`config.mk`:
```
export PLATFORM = sky130hd
export DESIGN_NAME = user_btn_debounce_flat
export DESIGN_NICKNAME = d
export VERILOG_FILES = /design/src/rtl/user_btn_debounce_if.sv /design/src/rtl/user_btn_debounce.sv /design/src/flat_wrapper.sv
export SDC_FILE = /design/constraint.sdc
export NUM_CORES = 1
export LEC_CHECK = 0
export CAP_MARGIN = 20
export CELL_PAD_IN_SITES_DETAIL_PLACEMENT = 0
export CELL_PAD_IN_SITES_GLOBAL_PLACEMENT = 1
export CORE_UTILIZATION = 30
export DETAILED_ROUTE_END_ITERATION = 6
export PLACE_DENSITY_LB_ADDON = 0.25
export RECOVER_POWER = 50
export SLEW_MARGIN = 20
export SYNTH_ARGS = -nofsm -noshare
export SYNTH_HDL_FRONTEND = slang
export SYNTH_SLANG_ARGS = --single-unit
```
`constraint.sdc`:
```
create_clock -name OSC_50m -period 4.7 [get_ports OSC_50m]
set_input_delay 1.41 -clock OSC_50m [delete_from_list [all_inputs] [get_ports OSC_50m]]
set_output_delay 1.41 -clock OSC_50m [all_outputs]
set_load 0.05 [all_outputs]
```
`src/rtl/user_btn_debounce_if.sv`:
```
// Button pins and debounced outputs bundled between board pins and control logic.
// The master drives the raw pins, and the debouncer uses the slave side.
interface user_btn_debounce_if #(
   parameter int BTN_W = 4
);
   logic [BTN_W-1:0] USER_BTN;
   logic [BTN_W-1:0] btn_level;
   logic [BTN_W-1:0] btn_press;
   logic [BTN_W-1:0] btn_release;
   logic [BTN_W-1:0] btn_long;

   modport master (
      output USER_BTN,
      input  btn_level,
      input  btn_press,
      input  btn_release,
      input  btn_long
   );

   modport slave (
      input  USER_BTN,
      output btn_level,
      output btn_press,
      output btn_release,
      output btn_long
   );
endinterface

```
`src/rtl/user_btn_debounce.sv`:
```
// Synchronise and debounce user push-buttons; emit level, press/release pulses.
// Long-press pulses are built only when USER_BTN_LONG_PRESS_EN is defined.
module user_btn_debounce #(
   parameter int DB_CNT_W       = 20,
   parameter int BTN_W          = 4,
   parameter int LP_CNT_W       = 26,
   parameter bit BTN_ACTIVE_LOW = 1'b1
) (
   input logic                OSC_50m,
   input logic                FPGA_RSTn,
   user_btn_debounce_if.slave btn_if
);

   typedef enum logic [1:0] {
      IDLE,
      PRESS_PEND,
      HELD,
      REL_PEND
   } st_t;

   localparam logic [DB_CNT_W-1:0] DB_MAX   = '1;
   localparam logic [DB_CNT_W-1:0] DB_ONE   = DB_CNT_W'(1);
   localparam logic [BTN_W-1:0]    IDLE_PIN = BTN_ACTIVE_LOW ? '1 : '0;

   logic [1:0]          rst_q;
   logic                rst_n;
   logic [BTN_W-1:0]    sync1_q;
   logic [BTN_W-1:0]    sync2_q;
   logic [BTN_W-1:0]    s;
   st_t                 st_q  [BTN_W];
   st_t                 st_d  [BTN_W];
   logic [DB_CNT_W-1:0] cnt_q [BTN_W];
   logic [DB_CNT_W-1:0] cnt_d [BTN_W];
   logic [BTN_W-1:0]    level_d, press_d, release_d, long_d;
   logic [BTN_W-1:0]    level_q, press_q, release_q, long_q;

   // Reset synchroniser: asserts at once, releases two clocks later.
   always_ff @(posedge OSC_50m or negedge FPGA_RSTn) begin
      if (!FPGA_RSTn) rst_q <= 2'b00;
      else            rst_q <= {rst_q[0], 1'b1};
   end

   assign rst_n = rst_q[1];
   assign s     = sync2_q ^ IDLE_PIN;

   // State register: pin synchroniser, per-button FSMs, registered outputs.
   always_ff @(posedge OSC_50m or negedge rst_n) begin
      if (!rst_n) begin
         sync1_q   <= IDLE_PIN;
         sync2_q   <= IDLE_PIN;
         level_q   <= '0;
         press_q   <= '0;
         release_q <= '0;
         long_q    <= '0;
         for (int i = 0; i < BTN_W; i++) begin
            st_q[i]  <= IDLE;
            cnt_q[i] <= '0;
         end
      end else begin
         sync1_q   <= btn_if.USER_BTN;
         sync2_q   <= sync1_q;
         level_q   <= level_d;
         press_q   <= press_d;
         release_q <= release_d;
         long_q    <= long_d;
         for (int i = 0; i < BTN_W; i++) begin
            st_q[i]  <= st_d[i];
            cnt_q[i] <= cnt_d[i];
         end
      end
   end

   // Next state: a level must hold DB_MAX+1 cycles in a pend state to commit.
   always_comb begin
      for (int i = 0; i < BTN_W; i++) begin
         st_d[i]  = st_q[i];
         cnt_d[i] = cnt_q[i];
         unique case (st_q[i])
            IDLE: begin
               if (s[i]) begin
                  st_d[i]  = PRESS_PEND;
                  cnt_d[i] = '0;
               end
            end
            PRESS_PEND: begin
               if (!s[i]) begin
                  st_d[i]  = IDLE;
                  cnt_d[i] = '0;
               end else if (cnt_q[i] == DB_MAX) begin
                  st_d[i]  = HELD;
                  cnt_d[i] = '0;
               end else begin
                  cnt_d[i] = cnt_q[i] + DB_ONE;
               end
            end
            HELD: begin
               if (!s[i]) begin
                  st_d[i]  = REL_PEND;
                  cnt_d[i] = '0;
               end
            end
            REL_PEND: begin
               if (s[i]) begin
                  st_d[i]  = HELD;
                  cnt_d[i] = '0;
               end else if (cnt_q[i] == DB_MAX) begin
                  st_d[i]  = IDLE;
                  cnt_d[i] = '0;
               end else begin
                  cnt_d[i] = cnt_q[i] + DB_ONE;
               end
            end
            default: begin
               st_d[i]  = IDLE;
               cnt_d[i] = '0;
            end
         endcase
      end
   end

   // Outputs: pulses mark committed transitions, level follows committed state.
   always_comb begin
      level_d   = '0;
      press_d   = '0;
      release_d = '0;
      for (int i = 0; i < BTN_W; i++) begin
         press_d[i]   = (st_q[i] == PRESS_PEND) && (st_d[i] == HELD);
         release_d[i] = (st_q[i] == REL_PEND) && (st_d[i] == IDLE);
         level_d[i]   = (st_d[i] == HELD) || (st_d[i] == REL_PEND);
      end
   end

`ifdef USER_BTN_LONG_PRESS_EN
   localparam logic [LP_CNT_W-1:0] LP_MAX = '1;
   localparam logic [LP_CNT_W-1:0] LP_ONE = LP_CNT_W'(1);

   logic [LP_CNT_W-1:0] lp_q [BTN_W];
   logic [BTN_W-1:0]    lp_done_q;
   logic [BTN_W-1:0]    lp_act;

   // Long press fires once when the saturated counter is first seen.
   always_comb begin
      long_d = '0;
      lp_act = '0;
      for (int i = 0; i < BTN_W; i++) begin
         lp_act[i] = (st_q[i] == HELD) || (st_q[i] == REL_PEND);
         long_d[i] = lp_act[i] && (lp_q[i] == LP_MAX) && !lp_done_q[i];
      end
   end

   // Hold-time counter: saturates, survives release bounces, clears in IDLE.
   always_ff @(posedge OSC_50m or negedge rst_n) begin
      if (!rst_n) begin
         lp_done_q <= '0;
         for (int i = 0; i < BTN_W; i++) lp_q[i] <= '0;
      end else begin
         for (int i = 0; i < BTN_W; i++) begin
            if (st_d[i] == IDLE) begin
               lp_q[i]      <= '0;
               lp_done_q[i] <= 1'b0;
            end else if (lp_act[i]) begin
               if (lp_q[i] != LP_MAX) lp_q[i] <= lp_q[i] + LP_ONE;
               if (long_d[i]) lp_done_q[i] <= 1'b1;
            end
         end
      end
   end
`else
   assign long_d = '0;
`endif

   assign btn_if.btn_level   = level_q;
   assign btn_if.btn_press   = press_q;
   assign btn_if.btn_release = release_q;
   assign btn_if.btn_long    = long_q;

endmodule

```
`src/flat_wrapper.sv`:
```
// flat-port wrapper written by rule: the top's interface ports become plain ports
module user_btn_debounce_flat 
#(
   parameter int DB_CNT_W       = 20,
   parameter int BTN_W          = 4,
   parameter int LP_CNT_W       = 26,
   parameter bit BTN_ACTIVE_LOW = 1'b1
)
  (OSC_50m, FPGA_RSTn, btn_if_USER_BTN, btn_if_btn_level, btn_if_btn_press, btn_if_btn_release, btn_if_btn_long);
  user_btn_debounce_if #(.BTN_W(BTN_W)) btn_if_i ();
  input logic OSC_50m;
  input logic FPGA_RSTn;
  input wire logic [$bits(btn_if_i.USER_BTN)-1:0] btn_if_USER_BTN;
  output wire logic [$bits(btn_if_i.btn_level)-1:0] btn_if_btn_level;
  output wire logic [$bits(btn_if_i.btn_press)-1:0] btn_if_btn_press;
  output wire logic [$bits(btn_if_i.btn_release)-1:0] btn_if_btn_release;
  output wire logic [$bits(btn_if_i.btn_long)-1:0] btn_if_btn_long;
  assign btn_if_i.USER_BTN = btn_if_USER_BTN;
  assign btn_if_btn_level = btn_if_i.btn_level;
  assign btn_if_btn_press = btn_if_i.btn_press;
  assign btn_if_btn_release = btn_if_i.btn_release;
  assign btn_if_btn_long = btn_if_i.btn_long;
  user_btn_debounce #(.DB_CNT_W(DB_CNT_W), .BTN_W(BTN_W), .LP_CNT_W(LP_CNT_W), .BTN_ACTIVE_LOW(BTN_ACTIVE_LOW)) u_core (.OSC_50m(OSC_50m), .FPGA_RSTn(FPGA_RSTn), .btn_if(btn_if_i));
endmodule
```
==> out/metrics.yaml <==
cells_and_area:
  final_cells: 828
  final_common_cell: "dfrtp_1"
  fin_util: 0.352
  syn_to_final_growth_pct: 13.7
  final_layout_size_suffix_gt1_frac: 0.0663
  layout_common_cells: "102 x dfrtp_1, 71 x nand2_1, 60 x o21ai_0, 51 x nand3_1, 39 x a21oi_1"
  n_fill_cell: 1776
  final_nets: 608
  diodes: 0
grt:
  antenna_found_initial: 1
  grt_max_degree: 73
  grtUsageTotal: 0.140
  gr-total-overflow: 0
  grt_pass1_wl_mm: 20.3
  grt_pass1_vias: 4154
setup_path:
  crit_fanout: 72
  worstReg2RegStart: "u_core.rst_q[1]"
  crit_chain: "buf_4"
  arrival_ps: 3410
  critical-path-top-delay-family: "flip-flops"
  startpoint: "u_core.rst_q[1]"
  cp-start-kind: "flop"
  setup.worst_path.end_class: "async pin"
  cp.depth: 1
  critPathMaxStageDelay_ps: 2330
  cp.required_ps: 5150
  r2r_end: "u_core.sync1_q[2]"
  r2r_slack_ps: 1740
  reg2regPathDepth: 1
  critical_path.n_buffers_inverters: 1
  worst_path_max_delay_cell: "dfrtp_1"
  cp-endpoint: "u_core.sync1_q[2]"
  critPathKind: "flop to async pin"
placed_design:
  port-buffer-count: 17
  dp.cells: 812
  gp_congestion: 0.778
  dp.final_hpwl_mm: 7.75
clock_network:
  post_cts_resize_count: 0
  cts_setup_buffers: 0
  tritoncts: "built"
  cts.sinks: 110
  htreeDepth: 3
  clk_latency_ps: 350
  cts_hold_buf: 0
  numCtsBuffers: 9
  path_clk_slew_ps: 80
  cts-root-buf: "clkbuf_16"
  max-clock-path-buffers: 2
sta:
  period_share: 0.631
  skew_ps: 6.15
  whs_ps: 358
  fmax_mhz: 337
  slew-limit-headroom: -0.966
  finalHoldViolCount: 0
  tns_ps: 0
  min_period_ps: 2960
  slew_violations: 73
  tightest_slew_ps: 2950
  rsz0062_at_grt: "false"
  setup_viol: 0
worst_hold_path:
  min_path_cells: 0
  min_path_type: "flop to flop"
power_and_ir_drop:
  p_leak_nw: 2.50
  power_mw: 1.90
  internal_power_mw: 1.46
  netSwitchingFraction: 0.232
  seq_power_share: 0.518
  power.density_nw_per_um2: 309
  irDropWorstVdd_uv: 243
  p_clk_frac: 0.436
  power_frac_comb: 0.046
  p_sw_mw: 0.441
floorplan:
  die_h_um: 136
  start_util: 0.310
  coreArea_um2: 17400
  die-area_um2: 18500
  ioPinCount: 22
  rows: 48
  die_w_um: 136
detailed_routing:
  ant_nets: 0
  first_iter_violations: 270
  wirelength_mm: 11.8
  avgViaCountPerCell: 5.21
  num_vias: 4312
  drc: 0
  dr.pass1.iters: 7
  wire_per_inst_um: 14.3
logic_synthesis:
  synth_edf_count: 0
  synth_area_um2: 5400
  postSynthAreaPerCell_um2: 9.27
  synth_flop_cell: "dfrtp_1"
  async_flop_share: 1.00
  synth_cells: 582
  synth.distinct_cells: 47
  yosys_warnings: 0
  synth-seq-cells: 110
  ys_seq_area_frac: 0.512
run_status:
  status: "finished with violations"
  failed_checks: "capacitance limit, slew limit"
flow_run:
  max_cap_violations: 1
-- power groups by stage --
stage	Sequential (mW)	Clock, mW	Combinational [mW]
after global placement	1.00	0	0.0875
after CTS	0.986	0.861	0.0897
after floorplan	1.00	0	0.0626
after global routing	0.989	0.906	0.0993
final	0.984	0.827	0.0876
after detailed placement	1.00	0	0.0895
-- area by class of cell --
cell class              instances  area [µm²]  share of cell area
flip-flops and latches        110        2760               0.450
multi-input cells             435        2480               0.404
well taps                     225         282              0.0459
clock buffers                   9         225              0.0367
repair buffers                 24         223              0.0363
clock inverters                 7        98.8              0.0161
inverters                      18        67.6              0.0110
-- logic make-up (layout without fill, tap and decap cells) --
family          after synthesis  count (layout)  share of synthesized area
simple gates                259             259                      0.250
flops                       110             110                      0.512
fa+ha+maj                     4               4                    0.00928
other cells                   2               5                    0.00139
compound gates              144             144                      0.155
mux                          14              14                     0.0264
buf+inv                      40              58                     0.0313
xor+xnor                      9               9                     0.0146
-- Yosys cell counts (10+ instances only) --
master    number  area share
nand2_1       71       0.049
a21o_1        11       0.015
o21ai_0       60       0.056
nand4_1       29       0.034
nand3_1       51       0.047
dfrtp_1      102        0.47
inv_1         18       0.013
a21oi_1       39       0.036
a31oi_1       10       0.012
or3_1         16       0.019
mux2i_1       12       0.022
and2_1        12       0.014
nor2_1        25       0.017
clkbuf_1      15       0.010
nor3_1        21       0.019
-- registers in the layout (all words and copies together) (netlist names) --
name,flops
u_core.sync1_q,4
u_core.cnt_q,80
u_core.sync2_q,4
u_core.st_q,8
u_core.btn_if.btn_press,4
u_core.btn_if.btn_level,4
u_core.rst_q,2
u_core.btn_if.btn_release,4
-- metrics by stage --
step | setup WS [ps] | area, µm²
after floorplan | 1420 | 5410
after global placement | 2180 | 5810
after detailed placement | 2120 | 5810
after CTS | 1780 | 6140
after global routing | 1060 | 6140
final | 1740 | 6140
-- metal layers --
metal,global-route usage,up-vias,part of all wire
met5,0,-,0.00085
met4,0.0383,2,0.011
met3,0.0377,11,0.030
met2,0.228,53,0.47
met1,0.181,2094,0.49
li1,-,2152,-
-- worst min path at each step --
stage                                 start  slack, ps           endpoint
after floorplan             u_core.rst_q[0]        330    u_core.rst_q[1]
after global placement      u_core.rst_q[0]        340    u_core.rst_q[1]
after detailed placement    u_core.rst_q[0]        340    u_core.rst_q[1]
after CTS                 u_core.sync1_q[0]        360  u_core.sync2_q[0]
after global routing      u_core.sync1_q[2]        360  u_core.sync2_q[2]
final                     u_core.sync1_q[0]        360  u_core.sync2_q[0]
No activity file was read; power rests on OpenSTA's default activity.
